### src/rtl/crt_dma_responder.sv
// Memory-side DMA responder for the CRT controller: fetches one video-memory byte
// per drq, presents it on ochar with a dack strobe, and counts blocks down to tc.
module crt_dma_responder #(
  parameter int DACK_LEN = 2,
  parameter int HOLDOFF  = 1
) (
  input  logic        clk,
  input  logic        reset_n,
  input  logic [1:0]  iaddr,
  input  logic [7:0]  idata,
  output logic [7:0]  odata,
  input  logic        iwe_n,
  input  logic        ird_n,
  input  logic        drq,
  output logic        dack,
  output logic [7:0]  ochar,
  output logic [15:0] mem_addr,
  output logic        mem_rd,
  input  logic        mem_ready,
  input  logic [7:0]  mem_data,
  output logic        tc
);

  typedef enum logic [1:0] {IDLE, READ, ACK, GAP} state_e;

  localparam logic [3:0] DackLast = 4'(DACK_LEN);
  localparam logic [3:0] GapLast  = 4'(HOLDOFF - 1);
  localparam logic [1:0] RegAddr  = 2'd0;
  localparam logic [1:0] RegCnt   = 2'd1;
  localparam logic [1:0] RegMode  = 2'd2;
  localparam logic [1:0] RegStat  = 2'd3;

  state_e      state_q;
  logic [3:0]  ackCnt_q;
  logic [3:0]  gapCnt_q;
  logic        dack_q;
  logic        memRd_q;
  logic        tc_q;
  logic [7:0]  ochar_q;
  logic [15:0] memAddr_q;

  logic [15:0] baseAddr_q;
  logic [13:0] baseCnt_q;
  logic [15:0] curAddr_q;
  logic [13:0] curCnt_q;
  logic        enable_q;
  logic        autoload_q;
  logic        byteHi_q;
  logic        tcFlag_q;
  logic        update_q;

  logic        iweSync_q;
  logic        iwePrev_q;
  logic        irdSync_q;
  logic        irdPrev_q;
  logic        wrPend_q;
  logic [1:0]  wrAddr_q;
  logic [7:0]  wrData_q;

  logic        weEdge;
  logic        rdEdge;
  logic [15:0] addrInc_d;
  logic [13:0] cntDec_d;

  assign weEdge    = iweSync_q & ~iwePrev_q;
  assign rdEdge    = irdSync_q & ~irdPrev_q;
  assign addrInc_d = curAddr_q + 16'd1;
  assign cntDec_d  = curCnt_q - 14'd1;

  assign odata    = (iaddr == RegStat) ? {3'b000, update_q, 3'b000, tcFlag_q} : 8'h00;
  assign dack     = dack_q;
  assign ochar    = ochar_q;
  assign mem_addr = memAddr_q;
  assign mem_rd   = memRd_q;
  assign tc       = tc_q;

  // Strobe sync flops reset high so an idle-high strobe never looks like an edge.
  always_ff @(posedge clk or negedge reset_n) begin
    if (!reset_n) begin
      iweSync_q <= 1'b1;
      iwePrev_q <= 1'b1;
      irdSync_q <= 1'b1;
      irdPrev_q <= 1'b1;
      wrPend_q  <= 1'b0;
      wrAddr_q  <= 2'd0;
      wrData_q  <= 8'h00;
    end else begin
      iweSync_q <= iwe_n;
      iwePrev_q <= iweSync_q;
      irdSync_q <= ird_n;
      irdPrev_q <= irdSync_q;
      wrPend_q  <= weEdge;
      if (weEdge) begin
        wrAddr_q <= iaddr;
        wrData_q <= idata;
      end
    end
  end

  // Transfer FSM and register file; CPU writes are applied last so they win
  // over same-cycle FSM updates, and tc/update setting wins over a status read.
  always_ff @(posedge clk or negedge reset_n) begin
    if (!reset_n) begin
      state_q    <= IDLE;
      ackCnt_q   <= 4'd0;
      gapCnt_q   <= 4'd0;
      dack_q     <= 1'b0;
      memRd_q    <= 1'b0;
      tc_q       <= 1'b0;
      ochar_q    <= 8'h00;
      memAddr_q  <= 16'h0000;
      baseAddr_q <= 16'h0000;
      baseCnt_q  <= 14'd0;
      curAddr_q  <= 16'h0000;
      curCnt_q   <= 14'd0;
      enable_q   <= 1'b0;
      autoload_q <= 1'b0;
      byteHi_q   <= 1'b0;
      tcFlag_q   <= 1'b0;
      update_q   <= 1'b0;
    end else begin
      tc_q <= 1'b0;

      if (rdEdge && (iaddr == RegStat)) begin
        tcFlag_q <= 1'b0;
        update_q <= 1'b0;
      end

      case (state_q)
        IDLE: begin
          if (enable_q && drq) begin
            memRd_q   <= 1'b1;
            memAddr_q <= curAddr_q;
            state_q   <= READ;
          end
        end
        READ: begin
          if (mem_ready) begin
            ochar_q  <= mem_data;
            memRd_q  <= 1'b0;
            ackCnt_q <= 4'd0;
            state_q  <= ACK;
          end
        end
        ACK: begin
          // ackCnt 0 is the ochar setup cycle; dack is high for counts 1..DACK_LEN.
          if (ackCnt_q == 4'd0) begin
            dack_q   <= 1'b1;
            ackCnt_q <= 4'd1;
          end else if (ackCnt_q != DackLast) begin
            ackCnt_q <= ackCnt_q + 4'd1;
          end else begin
            dack_q    <= 1'b0;
            curAddr_q <= addrInc_d;
            if (curCnt_q == 14'd0) begin
              tc_q     <= 1'b1;
              tcFlag_q <= 1'b1;
              if (autoload_q) begin
                curAddr_q <= baseAddr_q;
                curCnt_q  <= baseCnt_q;
                update_q  <= 1'b1;
              end else begin
                enable_q <= 1'b0;
              end
            end else begin
              curCnt_q <= cntDec_d;
            end
            if (HOLDOFF == 0) begin
              state_q <= IDLE;
            end else begin
              gapCnt_q <= 4'd0;
              state_q  <= GAP;
            end
          end
        end
        GAP: begin
          if (gapCnt_q == GapLast) begin
            state_q <= IDLE;
          end else begin
            gapCnt_q <= gapCnt_q + 4'd1;
          end
        end
        default: state_q <= IDLE;
      endcase

      if (wrPend_q) begin
        case (wrAddr_q)
          RegAddr: begin
            if (!byteHi_q) begin
              baseAddr_q[7:0] <= wrData_q;
              byteHi_q        <= 1'b1;
            end else begin
              baseAddr_q[15:8] <= wrData_q;
              curAddr_q        <= {wrData_q, baseAddr_q[7:0]};
              byteHi_q         <= 1'b0;
            end
          end
          RegCnt: begin
            if (!byteHi_q) begin
              baseCnt_q[7:0] <= wrData_q;
              byteHi_q       <= 1'b1;
            end else begin
              baseCnt_q[13:8] <= wrData_q[5:0];
              curCnt_q        <= {wrData_q[5:0], baseCnt_q[7:0]};
              byteHi_q        <= 1'b0;
            end
          end
          RegMode: begin
            enable_q   <= wrData_q[0];
            autoload_q <= wrData_q[7];
            byteHi_q   <= 1'b0;
          end
          default: ;
        endcase
      end
    end
  end

endmodule

### config.mk
export PLATFORM = sky130hd
export DESIGN_NAME = crt_dma_responder
export DESIGN_NICKNAME = d
export VERILOG_FILES = /design/src/rtl/crt_dma_responder.sv
export SDC_FILE = /design/constraint.sdc
export NUM_CORES = 1
export LEC_CHECK = 0
export CAP_MARGIN = 25
export CORE_UTILIZATION = 51
export DETAILED_ROUTE_END_ITERATION = 8
export PLACE_DENSITY = 0.73
export SYNTH_ARGS = -nofsm -noshare
export SYNTH_HDL_FRONTEND = slang
export SYNTH_SLANG_ARGS = --single-unit
### constraint.sdc
create_clock -name clk -period 4.5 [get_ports clk]
set_input_delay 0.9 -clock clk [delete_from_list [all_inputs] [get_ports clk]]
set_output_delay 0.9 -clock clk [all_outputs]
set_load 0.05 [all_outputs]
==> metrics.md <==
| Metric | Value |
|---|---|
| PwrDens | `653 nW/um2` |
| Worst-margin pin slew | `0.932 ns` |
| IR drop worst, VDD | `0.452 mV` |
| Final core occ | `between 60% and 70%` |
| Final worst path period share | `72.8%` |
| Die Height | `108 um` |
| Antenna diodes | `0` |
| Synth warn | `0` |
| Fmax | `305 MHz` |
| Status | `completed` |
| Hold_buf cts | `0` |
| PnR Total Power | `between 4 and 5 mW` |
| Top_reg_cell synth | `dfrtp_1` |
| Clock buffer depth | `2` |
| RSZ-0062 raised after global routing | `no` |
| Post-Syn Area | `5740 um2` |
| Top fanout value on the critical path | `4` |
| Worst Path Arrival | `2.37 ns` |
| Die footprint | `11700 um2` |
| Final setup viols | `0` |
| Setup tns final | `0 ns` |
| DRC errors left | `0` |
| Most used routing layer | `met2` |
| Placed Instances | `between 700 and 800` |
| Initial DRC count | `346` |
| Antenna violations before repair | `0` |
| Buffers on Ports | `between 50 and 60` |
| Vias in the first global route | `4484` |
| Global-route wire length before repair | `21.8 mm` |
| Clk sinks | `117` |
| GR Util met1 | `31.9%` |
| CTS Buf Count | `17` |
| Post-synth EDFFs | `0` |
| Routed vias/inst | `5.89` |
| # nets final | `642` |
| Share of cells above drive strength 1 | `16.2%` |
| Slew headroom | `37.8%` |
| Seq cells post-synth | `117` |
| CP Capture Type | `primary output` |
| Antenna Nets Post-Route | `0` |
| Required time of the critical path | `3.60 ns` |
| Routability cong. | `0.882` |
| Setup Crit Path Kind | `input pin to primary output` |
| Tot GR Track Use | `about 25%` |
| GRT overflow | `0` |
| Worst Skew | `just over 0.008 ns` |
| DP HPWL | `8.67 mm` |
| Placed inst area | `6330 um2` |
| Final Max Slew Viols | `0` |
| Final std cells w/o fill | `758` |
| CTS tree | `done` |
| CTS root buf | `clkbuf_8` |
| Io pins | `59` |
| Total wire length | `12.9 mm` |
| Ys async rst share | `100%` |
| Area Overhead vs Synth | `21.4%` |
| Leakage | `3.00 nW` |
| Sequential area share after synthesis | `51.1%` |
| Detailed Routing Iterations Pass 1 | `5` |
| Final Hold Viols | `0` |
| FP Rows | `38` |
| Post-CTS Setup Bufs | `0` |
| Worst setup SP type | `input pin` |
| Via count | `4463` |
| Max-cap violations | `0` |
| Met3 Use GR | `6.63%` |
| WL per Instance | `17.0 um` |
| Finished Cell Area | `6970 um2` |
| Hold Path Class | `flip-flop to flip-flop` |
| Count of cell types in the netlist | `65` |
| Post-CTS resize count | `0` |
| Core Footprint | `10900 um2` |
| Die width | `around 110 um` |
| Minimum clock period | `3.27 ns` |
| Met2 usage | `39.5%` |
| Starting Density | `around 53%` |
| Largest net degree at the start of global routing | `just under 60` |
| Synthesized instance count | `551` |
| Worst-skew pair later-pin latency | `0.52 ns` |
| Clock slew at reported path FFs | `0.05 ns` |
| CTS H-tree depth | `4` |
| Commonest non-fill, non-tap cell in the layout | `dfrtp_1` |
| Synth Area per Inst | `10.4 um2` |
| Commonest cells after routing, fill and taps aside | `dfrtp_1 (113), nand2_1 (88), clkdlybuf4s50_1 (51), mux2_2 (47), o21ai_0 (34)` |
-- per-layer routing --
layer | wire length, um | vias to the layer above
li1 | - | 2078
met1 | 5560 | 2191
met2 | 6210 | 173
met3 | 902 | 21
met4 | 213 | 0
met5 | 0 | -
-- report_power, final --
group	internal, mW	total, mW	switching, mW	leakage, nW
Sequential	1.42	1.76	0.339	1.46
Combinational	0.557	1.34	0.779	1.23
Clock	0.997	1.46	0.460	0.316
Total	2.97	4.55	1.58	3.00
-- critical path, stage by stage --
cell             delay [ns]
clkdlybuf4s50_1        0.51
and3_1                 0.17
clkdlybuf4s50_1        0.80
-- final cells by class --
type | instances | area [um2]
fillers | 850 | 3920
flip-flops and latches | 117 | 2930
multi-input cells | 392 | 2590
repair buffers | 57 | 556
clock buffers | 23 | 467
well taps | 140 | 175
clock inverters | 9 | 174
inverters | 20 | 75.1
-- metrics by stage --
| stage | hold slack [ns] | setup WS (ns) |
|---|---|---|
| 4_1_cts | 0.363 | 1.22 |
| 3_3_place_gp | 0.353 | 1.24 |
| 6_report | 0.362 | 1.23 |
| 2_1_floorplan | 0.351 | 2.26 |
| 3_5_place_dp | 0.355 | 1.23 |
| 5_1_grt | 0.369 | 1.16 |
-- synthesized netlist by cell type (3+ instances only) --
| library cell | instances | share of area (%) |
|---|---|---|
| ha_1 | 13 | 2.8 |
| a31oi_1 | 7 | 0.76 |
| o31ai_1 | 4 | 0.52 |
| nor3_1 | 13 | 1.1 |
| a21o_1 | 3 | 0.39 |
| buf_2 | 7 | 0.61 |
| nor2_1 | 28 | 1.8 |
| nand4_1 | 11 | 1.2 |
| mux2i_1 | 4 | 0.70 |
| dfrtp_1 | 113 | 49 |
| nand4b_1 | 4 | 0.61 |
| a21oi_1 | 17 | 1.5 |
| o21ai_0 | 34 | 3.0 |
| nor4_1 | 8 | 0.87 |
| xnor2_1 | 4 | 0.61 |
| mux2_2 | 47 | 9.2 |
| xor2_1 | 6 | 0.92 |
| or4_1 | 3 | 0.39 |
| a211oi_1 | 4 | 0.52 |
| nand2_1 | 88 | 5.8 |
| o211ai_1 | 7 | 0.92 |
| o21ai_1 | 7 | 0.61 |
| nor2b_1 | 5 | 0.54 |
| nand3_1 | 16 | 1.4 |
| inv_1 | 20 | 1.3 |
| buf_6 | 3 | 0.59 |
| nand2b_1 | 3 | 0.33 |
| clkbuf_1 | 9 | 0.59 |
| and3_1 | 6 | 0.65 |
| dfstp_2 | 4 | 1.8 |
| buf_4 | 8 | 1.0 |
| o21a_1 | 3 | 0.39 |
-- kinds of logic after synthesis --
family / Yosys count / share of synthesized area (%)
fa+ha+maj: 13 / 2.83
mux: 51 / 9.92
simple gates: 206 / 18.8
flops: 117 / 51.1
xor+xnor: 10 / 1.53
compound gates: 106 / 11.6
buf+inv: 47 / 4.14
other cells: 1 / 0.0653
-- registers in the layout, summed over array words and instances (netlist names), 2 cells and up --
signal      count
curCnt_q       14
mem_addr       16
wrAddr_q        2
curAddr_q      16
baseAddr_q     16
state_q         2
baseCnt_q      14
ochar           8
gapCnt_q        4
wrData_q        8
ackCnt_q        4
-- final timing paths --
check	slack (ns)	cells after the start	to	startpoint
worst max-delay path	1.23	3	odata[4]	iaddr[0]
worst min-delay path	0.36	0	iwePrev_q	iweSync_q
worst max register to register	1.59	6	curAddr_q[3]	curCnt_q[0]
worst min register to register	0.36	0	iwePrev_q	iweSync_q
max in group asynchronous	3.15	2	irdPrev_q	reset_n
min in group asynchronous	0.44	1	mem_addr[7]	reset_n
Note: power is estimated with default switching activity, not from simulation.
